`src/rtl/loader_pkg.sv`:
```
// Shared types and constants for the boot-time program loader.
package loader_pkg;

  typedef enum logic [2:0] {
    IDLE,
    LEN_LO,
    LEN_HI,
    INS_LO,
    INS_HI,
    WRITE,
    DONE,
    ERR
  } loader_state_t;

  localparam logic [7:0] LEN_HI_RSVD_MASK = 8'hF0;
  localparam logic [7:0] HI_RSVD_MASK     = 8'hFE;

  // States in which the loader consumes a stream byte.
  function automatic logic acceptsByte(input loader_state_t s);
    return (s == LEN_LO) || (s == LEN_HI) || (s == INS_LO) || (s == INS_HI);
  endfunction

endpackage

```
`src/rtl/prog_loader_if.sv`:
```
// Byte-stream input and instruction-memory write port of the program loader.
interface prog_loader_if #(
  parameter int D = 12,
  parameter int W = 9
) ();

  logic         start;
  logic [7:0]   inData;
  logic         inValid;
  logic         inReady;
  logic         imemWrEn;
  logic [D-1:0] imemAddr;
  logic [W-1:0] imemData;
  logic         coreReset;
  logic         loadDone;
  logic         error;

  // Host / boot source side.
  modport master (
    output start, inData, inValid,
    input  inReady, imemWrEn, imemAddr, imemData, coreReset, loadDone, error
  );

  // Loader side.
  modport slave (
    input  start, inData, inValid,
    output inReady, imemWrEn, imemAddr, imemData, coreReset, loadDone, error
  );

endinterface

```
`src/rtl/prog_loader.sv`:
```
// Assembles byte pairs into 9-bit words, writes them to instruction memory
// at incrementing addresses and holds the core in reset until loading ends.
module prog_loader
  import loader_pkg::*;
#(
  parameter int D = 12,
  parameter int W = 9
) (
  input  logic          clk,
  input  logic          reset,
  prog_loader_if.slave  bus
);

  loader_state_t state, nextState;

  logic [D-1:0] lenQ;
  logic [7:0]   lowQ;
  logic [D-1:0] addrQ;
  logic [W-1:0] dataQ;
  logic         inReadyQ;
  logic         wrEnQ;
  logic         coreResetQ;
  logic         loadDoneQ;
  logic         errorQ;

  logic xfer;
  logic restart;

  assign xfer    = bus.inValid && inReadyQ;
  assign restart = bus.start && ((state == IDLE) || (state == DONE) || (state == ERR));

  always_comb begin
    nextState = state;
    unique case (state)
      IDLE:   if (bus.start) nextState = LEN_LO;
      LEN_LO: if (xfer) nextState = LEN_HI;
      LEN_HI: begin
        if (xfer) begin
          if ((bus.inData & LEN_HI_RSVD_MASK) != 8'h00)
            nextState = ERR;
          else if ({bus.inData[3:0], lenQ[7:0]} == 12'd0)
            nextState = DONE;
          else
            nextState = INS_LO;
        end
      end
      INS_LO: if (xfer) nextState = INS_HI;
      INS_HI: begin
        if (xfer) begin
          if ((bus.inData & HI_RSVD_MASK) != 8'h00)
            nextState = ERR;
          else
            nextState = WRITE;
        end
      end
      WRITE:  nextState = (addrQ == lenQ - D'(1)) ? DONE : INS_LO;
      DONE:   if (bus.start) nextState = LEN_LO;
      ERR:    if (bus.start) nextState = LEN_LO;
      default: nextState = IDLE;
    endcase
  end

  // Outputs are registered from the next state so they line up with it.
  always_ff @(posedge clk or negedge reset) begin
    if (!reset) begin
      state      <= IDLE;
      addrQ      <= '0;
      dataQ      <= '0;
      inReadyQ   <= 1'b0;
      wrEnQ      <= 1'b0;
      coreResetQ <= 1'b1;
      loadDoneQ  <= 1'b0;
      errorQ     <= 1'b0;
    end else begin
      state      <= nextState;
      inReadyQ   <= acceptsByte(nextState);
      wrEnQ      <= (nextState == WRITE);
      coreResetQ <= (nextState != DONE);
      loadDoneQ  <= (nextState == DONE);
      errorQ     <= (nextState == ERR);
      if (restart)
        addrQ <= '0;
      else if ((state == WRITE) && (nextState == INS_LO))
        addrQ <= addrQ + D'(1);
      if ((state == INS_HI) && (nextState == WRITE))
        dataQ <= W'({bus.inData[0], lowQ});
    end
  end

  // Length and low-byte holding registers need no reset.
  always_ff @(posedge clk) begin
    if ((state == LEN_LO) && xfer)
      lenQ[7:0] <= bus.inData;
    if ((state == LEN_HI) && xfer)
      lenQ <= D'({bus.inData[3:0], lenQ[7:0]});
    if ((state == INS_LO) && xfer)
      lowQ <= bus.inData;
  end

  assign bus.inReady   = inReadyQ;
  assign bus.imemWrEn  = wrEnQ;
  assign bus.imemAddr  = addrQ;
  assign bus.imemData  = dataQ;
  assign bus.coreReset = coreResetQ;
  assign bus.loadDone  = loadDoneQ;
  assign bus.error     = errorQ;

endmodule

```
`src/flat_wrapper.sv`:
```
// flat-port wrapper written by rule: the top's interface ports become plain ports
module prog_loader_flat import loader_pkg::*;
#(
  parameter int D = 12,
  parameter int W = 9
)
  (clk, reset, bus_start, bus_inData, bus_inValid, bus_inReady, bus_imemWrEn, bus_imemAddr, bus_imemData, bus_coreReset, bus_loadDone, bus_error);
  prog_loader_if #(.D(D), .W(W)) bus_i ();
  input  logic clk;
  input  logic reset;
  input wire logic [$bits(bus_i.start)-1:0] bus_start;
  input wire logic [$bits(bus_i.inData)-1:0] bus_inData;
  input wire logic [$bits(bus_i.inValid)-1:0] bus_inValid;
  output wire logic [$bits(bus_i.inReady)-1:0] bus_inReady;
  output wire logic [$bits(bus_i.imemWrEn)-1:0] bus_imemWrEn;
  output wire logic [$bits(bus_i.imemAddr)-1:0] bus_imemAddr;
  output wire logic [$bits(bus_i.imemData)-1:0] bus_imemData;
  output wire logic [$bits(bus_i.coreReset)-1:0] bus_coreReset;
  output wire logic [$bits(bus_i.loadDone)-1:0] bus_loadDone;
  output wire logic [$bits(bus_i.error)-1:0] bus_error;
  assign bus_i.start = bus_start;
  assign bus_i.inData = bus_inData;
  assign bus_i.inValid = bus_inValid;
  assign bus_inReady = bus_i.inReady;
  assign bus_imemWrEn = bus_i.imemWrEn;
  assign bus_imemAddr = bus_i.imemAddr;
  assign bus_imemData = bus_i.imemData;
  assign bus_coreReset = bus_i.coreReset;
  assign bus_loadDone = bus_i.loadDone;
  assign bus_error = bus_i.error;
  prog_loader #(.D(D), .W(W)) u_core (.clk(clk), .reset(reset), .bus(bus_i));
endmodule
```
`config.mk`:
```
export PLATFORM = sky130hd
export DESIGN_NAME = prog_loader_flat
export DESIGN_NICKNAME = d
export VERILOG_FILES = /design/src/rtl/loader_pkg.sv /design/src/rtl/prog_loader_if.sv /design/src/rtl/prog_loader.sv /design/src/flat_wrapper.sv
export SDC_FILE = /design/constraint.sdc
export NUM_CORES = 1
export LEC_CHECK = 0
export BUFFER_PORTS_ARGS = -buffer_cell sky130_fd_sc_hd__buf_4
export CORE_ASPECT_RATIO = 1.1
export CORE_MARGIN = 5
export CORE_UTILIZATION = 60
export CTS_BUF_LIST = sky130_fd_sc_hd__clkbuf_16
export CTS_CLUSTER_SIZE = 10
export DETAILED_ROUTE_END_ITERATION = 8
export PLACE_DENSITY = 0.83
export SYNTH_ARGS = -nofsm -noshare
export SYNTH_HDL_FRONTEND = slang
export SYNTH_SLANG_ARGS = --single-unit
export TNS_END_PERCENT = 30
```
`constraint.sdc`:
```
create_clock -name clk -period 5.9 [get_ports clk]
set_input_delay 1.18 -clock clk [delete_from_list [all_inputs] [get_ports clk]]
set_output_delay 1.18 -clock clk [all_outputs]
set_load 0.02 [all_outputs]
```
=== After elaboration in Yosys (flattened, before gate mapping) ===
Index checks and enable logic that the tools add are counted.

* Output and inout bits: 26
* Bits of input ports: 12
* Register bits: 49

* Muxes and demuxes: 12
* Reductions and logical operators: 19
* Equal/unequal tests: 16
* Bitwise logic cells: 1
* Add/subtract/negate cells: 2

{| class="wikitable"
|+ Operators by type and width
! kind !! number
|-
| $eq A3 B3 Y1 const B || 8
|-
| $mux W12 || 2
|-
| $mux W3 || 8
|-
| $pmux W3 S6 || 1
|-
| $reduce_bool A8 Y1 || 2
|-
| $add A12 B1 Y12 const B || 1
|-
| $eq A12 B12 Y1 || 1
|-
| $eq A3 B2 Y1 const B || 4
|-
| $logic_not A12 Y1 || 1
|-
| $sub A12 B1 Y12 const B || 1
|-
| $logic_and A1 B1 Y1 || 7
|-
| $eq A3 B1 Y1 const B || 2
|-
| $logic_or A1 B1 Y1 || 5
|-
| $logic_not A3 Y1 || 1
|-
| $ne A3 B3 Y1 const B || 1
|-
| $reduce_or A3 Y1 || 1
|-
| $mux W2 || 1
|-
| $reduce_and A2 Y1 || 1
|-
| $reduce_bool A2 Y1 || 1
|-
| $not A1 Y1 || 1
|}

=== Logic depth before layout (Yosys ltp) ===
Gate-level depths: netlist of the first run.

* Word-level depth: 9
* Mapped depth: 11
* Gate-level depth less buffers: 9

=== Least setup slack after synthesis of the first run ===
OpenSTA, ideal clock, no wires.

* Kind: input to register
* Start point: input bus_inData[0]
* End point: register u_core.dataQ[0], in the netlist u_core.bus.imemData[0]
* Data arrival time: 2.746 ns
* Path buffers: 0
* Slack: 3.030 ns
* Stages: 5
* Path through: or4_2 nor4b_1 o221ai_1 nand3_2 mux2_2

* Longest elaborated chain between the ends: 7

{| class="wikitable"
|+ Ends and longest elaborated chain
! element !! line !! text
|-
| from (decl) || flat_wrapper.sv:12 || <nowiki>input wire logic [$bits(bus_i.inData)-1:0] bus_inData;</nowiki>
|-
| $logic_not A12 Y1 || prog_loader.sv:41 || <nowiki>else if ({bus.inData[3:0], lenQ[7:0]} == 12'd0)</nowiki>
|-
| $mux W3 || prog_loader.sv:41 ||
|-
| $mux W3 || prog_loader.sv:39 || <nowiki>if ((bus.inData & LEN_HI_RSVD_MASK) != 8'h00)</nowiki>
|-
| $mux W3 || prog_loader.sv:38 || <nowiki>if (xfer) begin</nowiki>
|-
| $pmux W3 S6 || prog_loader.sv:34 || <nowiki>unique case (state)</nowiki>
|-
| $eq A3 B3 Y1 || prog_loader.sv:85 || <nowiki>if ((state == INS_HI) && (nextState == WRITE))</nowiki>
|-
| $logic_and A1 B1 Y1 || prog_loader.sv:85 ||
|-
| to (signal assigned) || prog_loader.sv:86 || <nowiki>dataQ <= W'({bus.inData[0], lowQ});</nowiki>
|-
| to (decl) || prog_loader.sv:19 || <nowiki>logic [W-1:0] dataQ;</nowiki>
|}

No other way between the ends.
A chain may end at the register's enable or synchronous reset.

=== Final worst setup path of the first run ===
* Start point: register u_core.lenQ[0]
* End point: register u_core.addrQ[8], in the netlist u_core.bus.imemAddr[8]

* Longest elaborated chain between the ends: 8

{| class="wikitable"
|+ Ends and longest elaborated chain
! element !! line !! text
|-
| from (decl) || prog_loader.sv:16 || <nowiki>logic [D-1:0] lenQ;</nowiki>
|-
| from (signal assigned) || prog_loader.sv:93 || <nowiki>lenQ[7:0] <= bus.inData;</nowiki>
|-
| from (signal assigned) || prog_loader.sv:95 || <nowiki>lenQ <= D'({bus.inData[3:0], lenQ[7:0]});</nowiki>
|-
| parallel branches: the longest is 4 deep, another holds $sub A12 B1 Y12 || n/a ||
|-
| $pmux W3 S6 (*) || prog_loader.sv:34 ||
|-
| $eq A3 B2 Y1 (*) || prog_loader.sv:83 || <nowiki>else if ((state == WRITE) && (nextState == INS_LO))</nowiki>
|-
| $logic_and A1 B1 Y1 (*) || prog_loader.sv:83 ||
|-
| $reduce_bool A2 Y1 (no source line) (*) || n/a ||
|-
| to (signal assigned) || prog_loader.sv:84 || <nowiki>addrQ <= addrQ + D'(1);</nowiki>
|-
| to (decl) || prog_loader.sv:18 || <nowiki>logic [D-1:0] addrQ;</nowiki>
|}

Mark *: on every way between the ends.

==> flow_summary_export.csv, run 1 <==
group,metric,value,unit
yosys,syn_area,2590,um^2
global_route,grt_overflow,0,
power,power_frac_seq,0.408,
power,sw_frac_of_total,0.353,
power,peakVddDrop,245,uV
cells_and_area,seq_area,1330,um^2
yosys,synthTopCellsByArea,"dfrtp_1 (27%), edfxtp_1 (23%), mux2_2 (3.9%), mux2i_1 (3.1%), xnor2_1 (2.7%)",
die,die_width,72.7,um
clock_tree,postCtsSetupBuffers,0,
critical_path,path_max_fanout,14,
power,p_int,833,uW
detailed_routing,ant_nets,0,
yosys,synth_area_per_cell,11.3,um^2
critical_path,start_kind,"flop",
yosys,synthArstFlopShare,0.592,
cells_and_area,drive_gt1_frac,0.261,
detailed_routing,via_count,1949,
global_route,grt_pass1_wl,9530,um
die,rows,25,
critical_path,cp-end-kind,"flop",
critical_path,cp.arrival,3.16,ns
detailed_routing,totalWireLength,5480,um
yosys,synth_seq_area_share,0.512,
critical_path,reg2regPathDepth,9,
placement,gp_congestion,0.854,
sta,skew,0.00957,ns
cells_and_area,multiInputGateArea,1170,um^2
yosys,synth_cell_type_count,58,
sta,setup_tns,0,ns
sta,fmax,0.340,GHz
cells_and_area,fillers,321,
global_route,gr-usage-all-layers,0.213,
clock_tree,cts.reportedPaths.clkPinSlew,0.07,ns
clock_tree,cts_tree,"done",
die,core_area,4250,um^2
sta,setup_viol,0,
cells_and_area,syn_to_final_growth,17.8,%
yosys,synth_top_cell_by_area,"dfrtp_1",
global_route,first_global_vias,2016,
sta,relSlewSlack,0.617,
yosys,ys_ff_latch,49,
run_status,outcome,"complete, no violations",
die,die_area,5730,um^2
power,p_clk_frac,0.260,
yosys,syn_nets,244,
sta,drv_slew,0,
clock_tree,clockRootBuffer,"clkbuf_16",
detailed_routing,route.detailed.drc,0,
die,start_util,0.609,
power,switching_power,454,uW
clock_tree,clock_latency,0.29,ns
sta,finalCritPeriodShare,0.499,
yosys,synthCells,230,
yosys,synth_top_area_share,0.270,
global_route,antenna_found_initial,0,
sta,rsz0062_at_grt,"no",
yosys,synth_common_cells,"dfrtp_1 (28), edfxtp_1 (20), nand2_1 (17), nor2_1 (16)",
sta,tightest_slew,0.571,ns
clock_tree,clockBufferDepth,2,
die,num_io_pins,38,
critical_path,cp_data_required_time,6.12,ns
clock_tree,clock-sinks,49,
clock_tree,cts_max_level,2,
power,power.static_leakage,0.00131,uW
yosys,synth_ff_type,"dfrtp_1",
job,cap_violations,0,
placement,port_buffers,37,
cells_and_area,diodes,0,
sta,min_period,2.94,ns
clock_tree,numCtsBuffers,5,
power,combPwrFrac,0.332,
die,die-height,78.9,um
cells_and_area,fin_area,3050,um^2
placement,hpwl,3850,um
yosys,synth_warnings,0,
hold_path,worstHoldPathType,"flop to flop",
sta,hold_violations,0,
cells_and_area,nets,277,
hold_path,min_path_cells,1,
detailed_routing,dr.first_iter.drc_count,208,
clock_tree,post_cts_resized,0,
power,power_density,422,nW/um^2
detailed_routing,drt_first_pass_iters,4,
yosys,yosysMostFrequentCell,"dfrtp_1",
clock_tree,cts_hold_buf,0,
global_route,grt_max_degree,30,
critical_path,crit_type,"flop to flop",
detailed_routing,wl_per_cell,17.2,um
yosys,synth_edf_count,20,
critical_path,reg2reg_slack,2.96,ns
placement,postPlaceCellArea,2880,um^2
detailed_routing,routed_via_density,6.13,
[metal layers]
layer  track usage  vias up  share of wire
li1              -      914              -
met1         0.269      962           0.42
met2         0.356       63           0.50
met3        0.0456       10          0.054
met4        0.0812        0          0.020
met5             0        -              0
[final cells by class]
cell class | count | share of cell area
flip-flops and latches | 49 | 0.435
multi-input cells | 162 | 0.385
repair buffers | 37 | 0.0910
clock buffers | 5 | 0.0410
well taps | 54 | 0.0221
clock inverters | 3 | 0.0164
inverters | 8 | 0.00984
[state kept, by name, summed over array words and instances (netlist names)]
| name | cells |
|---|---|
| u_core.bus.coreReset | 1 |
| u_core.bus.error | 1 |
| u_core.bus.imemAddr | 12 |
| u_core.bus.imemData | 9 |
| u_core.bus.imemWrEn | 1 |
| u_core.bus.inReady | 1 |
| u_core.bus.loadDone | 1 |
| u_core.lenQ | 12 |
| u_core.lowQ | 8 |
| u_core.state | 3 |
[worst paths after layout]
check                                              start                                  to
worst max-delay path            u_core.lenQ[0]$_DFFE_PP_  u_core.bus.imemAddr[8]$_DFFE_PN0P_
worst min-delay path            u_core.lowQ[2]$_DFFE_PP_  u_core.bus.imemData[2]$_DFFE_PN0P_
worst max register to register  u_core.lenQ[0]$_DFFE_PP_  u_core.bus.imemAddr[8]$_DFFE_PN0P_
min in group asynchronous                          reset  u_core.bus.imemData[8]$_DFFE_PN0P_
max in group asynchronous                          reset      u_core.bus.coreReset$_DFF_PN1_
worst min register to register  u_core.lowQ[2]$_DFFE_PP_  u_core.bus.imemData[2]$_DFFE_PN0P_
[placed cells by master (no fill, tap or decap), types with 3 or more instances in the layout]
master / netlist / final
edfxtp_1: 20 / 20
nand3_1: 5 / 5
clkbuf_16: 0 / 5
and2_1: 5 / 5
dfrtp_1: 28 / 28
nand3b_1: 3 / 3
a211oi_1: 4 / 4
mux2_2: 9 / 9
nor4_1: 4 / 4
inv_1: 8 / 8
a21oi_1: 6 / 6
buf_4: 0 / 37
nor2_1: 16 / 16
mux2i_1: 8 / 8
nand4_1: 7 / 7
xnor2_1: 8 / 8
and3_1: 5 / 5
nor3_1: 6 / 6
nand2b_1: 9 / 9
xor2_1: 6 / 6
nand2_1: 17 / 17
[critical path, cell delays in order, from the launching register on]
cell and delay [ns]:
edfxtp_1 0.48, inv_1 0.10, ha_1 0.22, or4b_1 0.63
a2111oi_4 0.37, o31ai_2 0.14, a22oi_4 0.26, a31oi_4 0.25
nand4_1 0.20, mux2i_1 0.20
[cell families after synthesis]
group / count (synthesis) / share of synthesized area
adders and majority gates: 2 / 0.00966
AOI/OAI and AO/OA: 35 / 0.121
muxes: 17 / 0.0700
buffers and inverters: 19 / 0.0343
xor gates and xnor gates: 14 / 0.0473
DFF: 49 / 0.512
and+or+nand+nor: 94 / 0.206
[through the flow]
stage	instances	power [uW]	utilization	setup slack, ns	hold WS [ns]
floorplan	230	813	-	3.03	0.455
global placement	310	944	0.676	2.78	0.459
detailed placement	310	957	0.676	2.68	0.469
CTS	318	1290	0.718	2.95	0.485
global route	318	1360	0.718	2.74	0.492
finish	318	1290	0.718	2.96	0.482
[power groups by stage]
stage / sequential (uW) / combinational, uW / clock (uW)
final: 524 / 428 / 335
after global routing: 539 / 468 / 353
after CTS: 524 / 431 / 336
after detailed placement: 530 / 426 / 0
after global placement: 526 / 418 / 0
after floorplan: 556 / 257 / 0
(Power assumes the default switching activity.)
==> run 2: changes to the inputs <==
- CORE_UTILIZATION: 60 -> 57
- PLACE_DENSITY: 0.83 -> 0.8
- clock period: 5.9 -> 2.8 ns (I/O delays scaled with it)
==> run 2 against run 1 <==
Effect of this change: critical path depth is the same; via count shrank 0.97%; combinational power grew 120%; setup slack lost 2.9 ns; utilization shrank 0.51 points; clock skew shrank 0.0049 ns; register-to-register slack lost 2.9 ns; maximum frequency grew 7.6%; sequential cell count is the same; worst hold slack lost 0.29 ns; non-clock buffer count grew 5; global-route usage shrank 0.41 points; critical path type unchanged.
==> flow_summary_export.csv, run 2 (synthesis results as in run 1) <==
group,metric,value,unit
run_status,outcome,"complete, no violations",
sta,setup_viol,0,
clock_tree,cts_hold_buf,0,
critical_path,crit_type,"flop to flop",
critical_path,cp_data_required_time,3.03,ns
critical_path,r2r-start,"u_core.lenQ[1]$_DFFE_PP_",
cells_and_area,final_common_cell,"buf_4",
sta,drv_slew,0,
placement,port_buffers,37,
sta,min_period,2.73,ns
clock_tree,clock-sinks,49,
cells_and_area,nets,283,
global_route,gr-usage-all-layers,0.209,
clock_tree,clockRootBuffer,"clkbuf_16",
sta,tightest_slew,0.610,ns
placement,dp.cells,314,
die,core_area,4350,um^2
critical_path,reg2regPathDepth,9,
power,p_clk_frac,0.233,
detailed_routing,wl_per_cell,17.7,um
global_route,grt_overflow,0,
power,peakVddDrop,622,uV
cells_and_area,syn_to_final_growth,19.6,%
sta,skew,0.00464,ns
power,combPwrFrac,0.352,
clock_tree,numCtsBuffers,5,
critical_path,path_max_fanout,6,
cells_and_area,final_cell_mix,"buf_4 (42), dfrtp_1 (28), edfxtp_1 (20), nand2_1 (17), nor2_1 (16)",
power,switching_power,978,uW
global_route,grt_max_degree,30,
sta,fmax,0.366,GHz
global_route,first_global_vias,1921,
power,power_frac_seq,0.415,
detailed_routing,routed_via_density,5.96,
detailed_routing,totalWireLength,5720,um
hold_path,worstHoldPathType,"input pin to asynchronous set/reset pin",
cells_and_area,fin_cells,324,
clock_tree,cts.reportedPaths.clkPinSlew,0.07,ns
power,power.static_leakage,0.00133,uW
die,die_width,74.3,um
clock_tree,cts_tree,"done",
sta,hold_violations,0,
placement,gp_congestion,0.834,
clock_tree,clockBufferDepth,2,
die,start_util,0.596,
critical_path,start_kind,"flop",
sta,relSlewSlack,0.592,
critical_path,cp-end-kind,"flop",
critical_path,cp.arrival,2.96,ns
critical_path,crit_path_start,"u_core.lenQ[1]$_DFFE_PP_",
die,num_io_pins,38,
clock_tree,cts_max_level,2,
cells_and_area,fillers,321,
cells_and_area,drive_gt1_frac,0.293,
detailed_routing,via_count,1930,
detailed_routing,drt_first_pass_iters,4,
placement,hpwl,3980,um
clock_tree,clock_latency,0.29,ns
die,die-height,80.7,um
cells_and_area,diodes,0,
job,cap_violations,0,
power,p_int,1690,uW
detailed_routing,ant_nets,0,
global_route,grt_pass1_wl,9480,um
sta,finalCritPeriodShare,0.976,
power,power_density,860,nW/um^2
die,die_area,6000,um^2
power,sw_frac_of_total,0.367,
detailed_routing,dr.first_iter.drc_count,122,
detailed_routing,route.detailed.drc,0,
die,rows,25,
cells_and_area,fin_util,0.713,
global_route,antenna_found_initial,0,
sta,timing.hold.ws,0.189,ns
power,total_power,2660,uW
## run 2: cell count changes in the layout (fill, tap and decap cells not counted), sizes merged
| cell | delta |
|---|---|
| a31oi | +1 |
| bufinv | -1 |
| inv | +1 |
| buf | +5 |
## run 2: final timing paths
path                            slack (ns)                            endpoint
worst min register to register        0.48  u_core.bus.imemData[1]$_DFFE_PN0P_
max in group asynchronous             2.30      u_core.bus.coreReset$_DFF_PN1_
worst max register to register        0.07  u_core.bus.imemAddr[5]$_DFFE_PN0P_
worst min-delay path                  0.19  u_core.bus.imemData[0]$_DFFE_PN0P_
min in group clk                      0.47            u_core.lenQ[6]$_DFFE_PP_
worst max-delay path                  0.07  u_core.bus.imemAddr[5]$_DFFE_PN0P_
## run 2: stage by stage
| step | setup slack [ns] | instance area, um^2 | TNS, ns |
|---|---|---|---|
| final | 0.0659 | 3100 | 0 |
| after global routing | -0.000898 | 3100 | -0.000898 |
| after CTS | 0.0173 | 3070 | 0 |
| after detailed placement | -0.0373 | 2910 | -0.162 |
| after global placement | 0.0857 | 2910 | 0 |
| after floorplan | 0.236 | 2590 | 0 |
## run 2: final cells by class
class | count | area (um^2) | share of cell area
clock buffers | 5 | 125 | 0.0404
multi-input cells | 163 | 1200 | 0.389
repair buffers | 42 | 315 | 0.102
inverters | 8 | 30.0 | 0.00969
well taps | 54 | 67.6 | 0.0218
clock inverters | 3 | 28.8 | 0.00929
flip-flops and latches | 49 | 1330 | 0.429
## run 2: critical path: stages, from the launching register on
cell and delay [ns]:
edfxtp_1 0.41, inv_1 0.10, ha_2 0.22, or4b_4 0.54
a2111oi_4 0.33, o31ai_2 0.14, a22oi_4 0.29, a31oi_2 0.24
a211oi_1 0.29, a31o_2 0.13
## run 2: timing repair
action	in CTS	in global routing
setup endpoints to repair	12	13
pin swaps	0	2
endpoints found under the hold margin	0	0
setup buffers	0	1
gates resized for setup	1	3
cloned	0	1
## run 2: power by group through the flow
| stage | Clock, uW | Sequential (uW) | Combinational, uW |
|---|---|---|---|
| 6_report | 621 | 1100 | 939 |
| 5_1_grt | 669 | 1130 | 1040 |
| 3_3_place_gp | 0 | 1100 | 905 |
| 2_1_floorplan | 0 | 1170 | 541 |
| 4_1_cts | 629 | 1100 | 931 |
| 3_5_place_dp | 0 | 1110 | 923 |
## run 2: layer usage
metal | up-vias | track usage | wire (um)
met5 | - | 0 | 0
met4 | 0 | 0.0552 | 50
met3 | 6 | 0.0451 | 276
met2 | 55 | 0.355 | 2990
met1 | 947 | 0.270 | 2400
li1 | 922 | - | -
